===== src/rtl/huff_decoder.sv =====
// rtl/huff_decoder.sv - Huffman table loader and serial MSB-first code decoder on a 12-bit io bus
module huff_decoder #(
  parameter int MAX_CHAR_COUNT = 3,
  parameter int CODE_W         = 3
) (
  input  logic        clk,
  input  logic        reset,
  input  logic [11:0] io_in,
  output logic [11:0] io_out
);

  localparam int IDX_W = (MAX_CHAR_COUNT > 1) ? $clog2(MAX_CHAR_COUNT) : 1;
  localparam int LEN_W = $clog2(CODE_W + 1);

  typedef enum logic [1:0] {
    LOAD_CHAR,
    LOAD_CODE,
    DECODE
  } state_t;

  state_t state, state_next;

  logic [IDX_W-1:0]  idx;
  logic [CODE_W-1:0] acc;
  logic [LEN_W-1:0]  len;
  logic [4:0]        chars  [MAX_CHAR_COUNT];
  logic [CODE_W-1:0] masks  [MAX_CHAR_COUNT];
  logic [CODE_W-1:0] values [MAX_CHAR_COUNT];
  logic              sym_valid;
  logic              err;
  logic              table_ready;
  logic [4:0]        char_out;

  logic              strobe;
  logic              restart;
  logic              tag_ok;
  logic              last_entry;
  logic [CODE_W-1:0] new_acc;
  logic [LEN_W-1:0]  new_len;
  logic              hit;
  logic [IDX_W-1:0]  hit_idx;
  logic              unused_bits;

  assign strobe      = io_in[11];
  assign restart     = io_in[10];
  assign tag_ok      = (io_in[7:5] == 3'b011);
  assign last_entry  = (idx == IDX_W'(MAX_CHAR_COUNT - 1));
  assign new_acc     = {acc[CODE_W-2:0], io_in[0]};
  assign new_len     = len + LEN_W'(1);
  assign unused_bits = ^io_in[9:8];

  function automatic logic [LEN_W-1:0] popcount(input logic [CODE_W-1:0] m);
    logic [LEN_W-1:0] c;
    c = '0;
    for (int b = 0; b < CODE_W; b++) c = c + LEN_W'(m[b]);
    return c;
  endfunction

  // Scan from the top down so the lowest matching index is the one left standing.
  always_comb begin
    hit     = 1'b0;
    hit_idx = '0;
    for (int i = MAX_CHAR_COUNT - 1; i >= 0; i--) begin
      if ((masks[i] != '0) && (popcount(masks[i]) == new_len) &&
          ((new_acc & masks[i]) == values[i])) begin
        hit     = 1'b1;
        hit_idx = IDX_W'(i);
      end
    end
  end

  always_ff @(posedge clk or posedge reset) begin
    if (reset) state <= LOAD_CHAR;
    else       state <= state_next;
  end

  always_comb begin
    state_next = state;
    if (restart) begin
      state_next = LOAD_CHAR;
    end else if (strobe) begin
      case (state)
        LOAD_CHAR: if (tag_ok) state_next = LOAD_CODE;
        LOAD_CODE: state_next = last_entry ? DECODE : LOAD_CHAR;
        DECODE:    state_next = DECODE;
        default:   state_next = LOAD_CHAR;
      endcase
    end
  end

  always_ff @(posedge clk or posedge reset) begin
    if (reset) begin
      idx         <= '0;
      acc         <= '0;
      len         <= '0;
      sym_valid   <= 1'b0;
      err         <= 1'b0;
      table_ready <= 1'b0;
      char_out    <= '0;
      for (int i = 0; i < MAX_CHAR_COUNT; i++) begin
        chars[i]  <= '0;
        masks[i]  <= '0;
        values[i] <= '0;
      end
    end else begin
      sym_valid <= 1'b0;
      if (restart) begin
        idx         <= '0;
        acc         <= '0;
        len         <= '0;
        err         <= 1'b0;
        table_ready <= 1'b0;
        for (int i = 0; i < MAX_CHAR_COUNT; i++) masks[i] <= '0;
      end else if (strobe) begin
        case (state)
          LOAD_CHAR: begin
            if (tag_ok) chars[idx] <= io_in[4:0];
            else        err        <= 1'b1;
          end
          LOAD_CODE: begin
            masks[idx]  <= io_in[5:3];
            values[idx] <= io_in[2:0];
            if (last_entry) begin
              idx         <= '0;
              table_ready <= 1'b1;
            end else begin
              idx <= idx + IDX_W'(1);
            end
          end
          DECODE: begin
            if (hit) begin
              sym_valid <= 1'b1;
              char_out  <= chars[hit_idx];
              acc       <= '0;
              len       <= '0;
            end else if (new_len == LEN_W'(CODE_W)) begin
              err <= 1'b1;
              acc <= '0;
              len <= '0;
            end else begin
              acc <= new_acc;
              len <= new_len;
            end
          end
          default: ;
        endcase
      end
    end
  end

  assign io_out = {sym_valid, err, table_ready, 4'b0000, char_out};

endmodule


===== config.mk =====
export PLATFORM = sky130hd
export DESIGN_NAME = huff_decoder
export DESIGN_NICKNAME = d
export VERILOG_FILES = /design/src/rtl/huff_decoder.sv
export SDC_FILE = /design/constraint.sdc
export NUM_CORES = 1
export LEC_CHECK = 0
export BUFFER_PORTS_ARGS = -buffer_cell sky130_fd_sc_hd__buf_2
export CORE_UTILIZATION = 55
export CTS_BUF_LIST = sky130_fd_sc_hd__clkbuf_4 sky130_fd_sc_hd__clkbuf_8 sky130_fd_sc_hd__clkbuf_16
export CTS_CLUSTER_SIZE = 24
export DETAILED_ROUTE_END_ITERATION = 16
export GPL_TIMING_DRIVEN = 0
export HOLD_SLACK_MARGIN = 0.03
export PLACE_DENSITY = 0.76
export SLEW_MARGIN = 5
export SYNTH_ARGS = -nofsm -noshare
export SYNTH_HDL_FRONTEND = slang
export SYNTH_SLANG_ARGS = --single-unit

===== constraint.sdc =====
create_clock -name clk -period 2.91 [get_ports clk]
set_clock_uncertainty 0.05 [all_clocks]
set_input_delay 0.582 -clock clk [delete_from_list [all_inputs] [get_ports clk]]
set_output_delay 0.582 -clock clk [all_outputs]
set_load 0.005 [all_outputs]

* Word level (Yosys, flattened, before mapping)
Cells that the tools add are included.
Operators by class: $add $sub $neg 8, $lt $le $gt $ge 3, eq/ne operators 15, mux-type cells 52, bitwise gates (word level) 6, reductions and logical operators 24
Operators by type and width (number):
- 2-bit 2-to-1 mux | 21
- 9-bit 2-to-1 mux | 3
- 9-bit bitwise mux | 2
- 1-bit 2-to-1 mux | 16
- 15-bit bitwise mux | 1
- 5-bit 2-to-1 mux | 3
- 3-bit != test (second input constant) | 4
- 3-bit nonzero test | 4
- 5-bit binary-select mux with 2-bit select | 1
- 5-bit demux with 2-bit select | 1
- 3-bit AND | 3
- 3-bit == test | 3
- 4-bit AND reduction | 2
- 2-bit nonzero test | 4
- 1-bit logical AND | 7
- 1-bit by 1-bit adder with 2-bit output | 3
- 2-bit by 1-bit adder with 2-bit output | 3
- 3-bit demux with 2-bit select | 1
- 2-bit == test | 3
- 2-bit == test (second input constant) | 3
- 3-bit greater-or-equal comparator (second input constant) | 2
- 2-bit NOT with 3-bit output | 2
- 2-bit case mux with 3 select lines | 1
- 2-bit AND reduction | 3
- 10 further kinds | 12
Storage, ports and cells: register bits 49, bits of input ports 14, output and inout bits 12

* Longest topological paths before layout
depth in word-level cells 12, gate-level depth with buffers 9

* Worst setup path after synthesis
Ideal clock, no wire load.
kind reg2reg, start reg masks[3] in the netlist's numbering, end reg acc[1], setup time 0.104 ns, arrival 2.151 ns, required time 2.756 ns, path slack 0.606 ns, cell stages (with the launch flop) 8, path buffers 1, cells stage by stage dfrtp_1 fa_1 xnor2_1 a211oi_2 and3_1 buf_6 or3_4 o41ai_2
Between the ends: word-level cells in the longest chain between the ends 11, elaborated cells between the ends (all ways) 14
Ends and longest elaborated chain:
- start, declared | line 27 | logic [CODE_W-1:0] masks [MAX_CHAR_COUNT];
- start signal, assigned by index | line 121 | masks[idx] <= io_in[5:3];
- 1-bit by 1-bit adder with 2-bit output | line 55 | for (int b = 0; b < CODE_W; b++) c = c + LEN_W'(m[b]);
- 2-bit by 1-bit adder with 2-bit output | line 55
- 2-bit == test | line 64 | if ((masks[i] != '0) && (popcount(masks[i]) == new_len) &&
- 1-bit logical AND | line 64
- 1-bit logical AND * | line 64
- 1-bit 2-to-1 mux * (2 in a row) | line 64
- 2-bit 2-to-1 mux * | line 131 | if (hit) begin
- 2-bit 2-to-1 mux * | line 115 | case (state)
- 2-bit 2-to-1 mux * | line 114 | end else if (strobe) begin
- 2-bit 2-to-1 mux * | line 107 | if (restart) begin
- end signal, assigned | line 141 | acc <= new_acc;
- end, declared | line 24 | logic [CODE_W-1:0] acc;
Mark *: on every way between the ends. The rest lies on a longest branch, timed or not. The select of a mux whose other input is x is not followed. A chain may end at the register's enable or synchronous reset.

* Worst setup path after layout
start reg len[0], end reg acc[1]
Between the ends: word-level cells in the longest chain between the ends 11, elaborated cells between the ends (all ways) 19
Ends and longest elaborated chain:
- start, declared | line 25 | logic [LEN_W-1:0] len;
- start signal, assigned | line 142 | len <= new_len;
- 2-bit by 1-bit adder with 2-bit output * | line 49 | assign new_len = len + LEN_W'(1);
- 2-bit == test | line 64
- 1-bit logical AND (2 in a row) | line 64
- 1-bit 2-to-1 mux (3 in a row) | line 64
- 2-bit 2-to-1 mux * | line 131
- 2-bit 2-to-1 mux * | line 115
- 2-bit 2-to-1 mux * | line 114
- 2-bit 2-to-1 mux * | line 107
Marked as above.

==> results.tsv <==
stage	metric	value	unit
status	run_status	completed	
clock_tree	clock_tree.htree_level_count	2	
clock_tree	clock_insertion_delay_worst_skew	0.31	ns
timing	layout_min_cycle_time	2.44	ns
global_routing	groute.usage.overall	21.9	%
die	initial_core_util	58.1	%
clock_tree	tritoncts	built	
clock_tree	postCtsHoldBufs	0	
critical_path	startpoint_class_of_the_critical_path	flop	
critical_path	worst-endpoint-required	3.07	ns
global_routing	grt_start_max_net_pins	39	
synth	ys_dominant_reg_cell	dfrtp_1	
routing	vias	1806	
die	rows	24	
timing	max_clock_freq	410	MHz
global_routing	gr-total-overflow	0	
critical_path	worstSetupPathType	flop to flop	
pwr	power-per-cell-area	449	nW/um^2
die	design.die.area	4970	sq um
routing	average_via_count_per_standard_cell	5.75	
global_routing	antenna_found_initial	0	
critical_path	cp_slowest_stage_delay	0.43	ns
hold_path	timing.hold.worst.class	primary input to async pin	
critical_path	timing.critical_path.slowest_stage_cell	or3_4	
synth	synth.lib_cells_used.distinct	44	
cells_and_area	antennaDiodeCount	0	
timing	setup_viol	0	
synth	synth-edff-count	0	
critical_path	regToRegSetupSlack	0.47	ns
timing	final_slew_viol_count	0	
flow_run	maxCapViolations	0	
placement	placement.cell_area	2770	sq um
timing	grt_setup_unrepaired	no	
timing	setup_slack	0.472	ns
die	pin_count	26	
synth	netlist_instances	233	
cells_and_area	multi_input_comb_area	1220	sq um
routing	detailedRoute.firstIterationViolations	66	
critical_path	path_max_fanout	7	
global_routing	via_count_of_the_first_global_routing_pass	1628	
clock_tree	cts_setup_buffers	0	
synth	synth.yosys.seq_area_share	47.5	%
synth	number_of_warning_messages_in_the_yosys_log	0	
critical_path	critical_path.endpoint_type	flop	
timing	worst_slew_margin_rel	45.3	%
timing	setup_tns	0	ns
timing	max_slew.worst_pin.slew	0.809	ns
routing	antenna_left	0	
die	die_y	70.5	um
cells_and_area	layout.cell_area.non_filler	2870	sq um
cells_and_area	regArea	1230	sq um
clock_tree	cts.repair.resized	0	
synth	synthesis.area_per_instance	11.1	sq um
cells_and_area	flow.area_growth_from_synthesis	11.2	%
clock_tree	cts.reportedPaths.clkPinSlew	0.09	ns
global_routing	grt_pass1_wl	8120	um
cells_and_area	filler_cell_count	359	
routing	drt_drc_violations_left	0	
die	fp.dieW	70.5	um
synth	synthArstFlopShare	100	%
critical_path	critical_path_arrival	2.60	ns
critical_path	crit_top_cell	buf_6	
placement	dp_hpwl	3640	um
pwr	irDropWorstVdd	0.332	mV
placement	place.port_buffers	18	
routing	wl_per_cell	15.6	um
placement	placement.setup.worst_slack	0.405	ns
synth	synth_cell_area	2580	sq um
routing	drt_pass1_iterations	4	
clock_tree	cts_sinks	49	
clock_tree	cts.path.max_buffers	2	
die	floorplan.core_area	4440	sq um
critical_path	critical_path_cell_by_cell	buf_6, inv_1, ha_1, xor2_1, a211oi_2, and3_1, buf_6, or3_4, o41ai_2	
cells_and_area	drive_above_1_share	27.5	%
synth	yosys_register_bits	49	
clock_tree	clockRootBuffer	clkbuf_8	
clock_tree	tritoncts_buffers	5	
placement	gp_routability_congestion	0.814	
cells_and_area	finalNetCount	282	
pwr	leakage	0.00140	uW
routing	postRouteWirelength	4900	um
timing	hold_fails_final_rpt	0	
timing	post-route-period-util	83.8	%
==> sequential cells by signal (all words and copies together), names as in the netlist <==
signal       flops
chars           15
values           9
acc              2
err              1
char_out         5
table_ready      1
len              2
state            2
masks            9
sym_valid        1
idx              2
==> layer usage <==
metal  GRT usage, %  up-vias  share of wire [%]
li1               -      874                  -
met1           32.0      894                 50
met2           32.0       31                 45
met3           4.76        7                3.3
met4           8.39        0                1.5
met5              0        -                  0
==> report_power, final <==
part,internal [uW],switching [uW]
sequential,708,16.5
clock,250,224
combinational,42.8,47.0
total,1000,288
==> stage by stage <==
| stage | instances | hold WS (ns) | util [%] | power, uW |
|---|---|---|---|---|
| 2_1_floorplan | 236 | 0.423 | - | 795 |
| 3_3_place_gp | 306 | 0.426 | 61.8 | 820 |
| 3_5_place_dp | 307 | 0.440 | 62.3 | 829 |
| 4_1_cts | 314 | 0.146 | 64.6 | 1300 |
| 5_1_grt | 314 | 0.158 | 64.6 | 1340 |
| 6_report | 314 | 0.143 | 64.6 | 1290 |
==> cell families after synthesis <==
family,Yosys count,share of synthesized area [%]
DFF,49,47.5
buffers and inverters,28,5.72
xor gates and xnor gates,10,3.39
other,1,0.145
AOI/OAI and AO/OA,43,13.2
muxes,28,12.1
and+or+nand+nor,68,14.2
adders and majority gates,6,3.78
==> Yosys cell counts (all sizes together) (5+ instances only) <==
cell,count,area (sq um)
a21o,6,45.0
a21oi,11,55.1
buf,10,80.1
clkbuf,5,18.8
dfrtp,49,1230
inv,13,48.8
mux2,25,282
nand2,18,67.6
nand3,12,60.1
nand3b,5,37.5
nand4,6,37.5
nor2,10,37.5
o21ai,5,25.0
xor2,7,61.3
==> critical path, delay by kind of cell (launching register included) <==
family | cells | cell delay (ns)
AND/OR/NAND/NOR | 2 | 0.64
XOR/XNOR | 1 | 0.21
adder cells (fa/ha/maj) | 1 | 0.37
AO/OA/AOI/OAI | 2 | 0.38
buffers and inverters | 3 | 0.32
flip-flops | 1 | 0.37
==> area by class of cell <==
type / instances / area share, %
flip-flops and latches: 49 / 42.7
multi-input cells: 159 / 42.4
repair buffers: 19 / 3.83
plain buffers: 15 / 3.44
clock buffers: 5 / 2.40
well taps: 52 / 2.27
inverters: 13 / 1.70
clock inverters: 2 / 1.22
==> path summary, 6_finish.rpt <==
path	endpoint	depth (start not counted)	startpoint
max	acc[1]	9	len[0]
min reg2reg	char_out[1]	1	char_out[1]
max in group asynchronous	masks[8]	3	reset
min	chars[9]	2	reset
min in group clk	char_out[1]	1	char_out[1]
max reg2reg	acc[1]	9	len[0]
==> placed cells by master (no fill, tap or decap), types with 2 or more instances in the layout <==
master	synthesis	layout
a21o_1	6	6
a21oi_1	11	11
a22o_1	4	4
and3_1	2	2
buf_2	1	19
buf_4	7	7
buf_6	2	2
clkbuf_1	5	5
clkbuf_8	0	5
conb_1	1	4
dfrtp_1	49	49
fa_1	3	3
ha_1	3	3
inv_1	13	12
mux2_2	25	25
mux2i_1	3	3
nand2_1	18	18
nand2b_1	2	2
nand3_1	12	12
nand3b_1	5	5
nand4_1	6	6
nor2_1	10	10
nor2b_1	2	2
nor3_1	3	3
o21a_1	4	4
o21ai_0	3	3
o21ai_1	2	2
o311ai_0	4	4
o41ai_2	3	3
xnor2_1	3	3
xor2_1	7	7
Power figures use the tool's default switching activity.
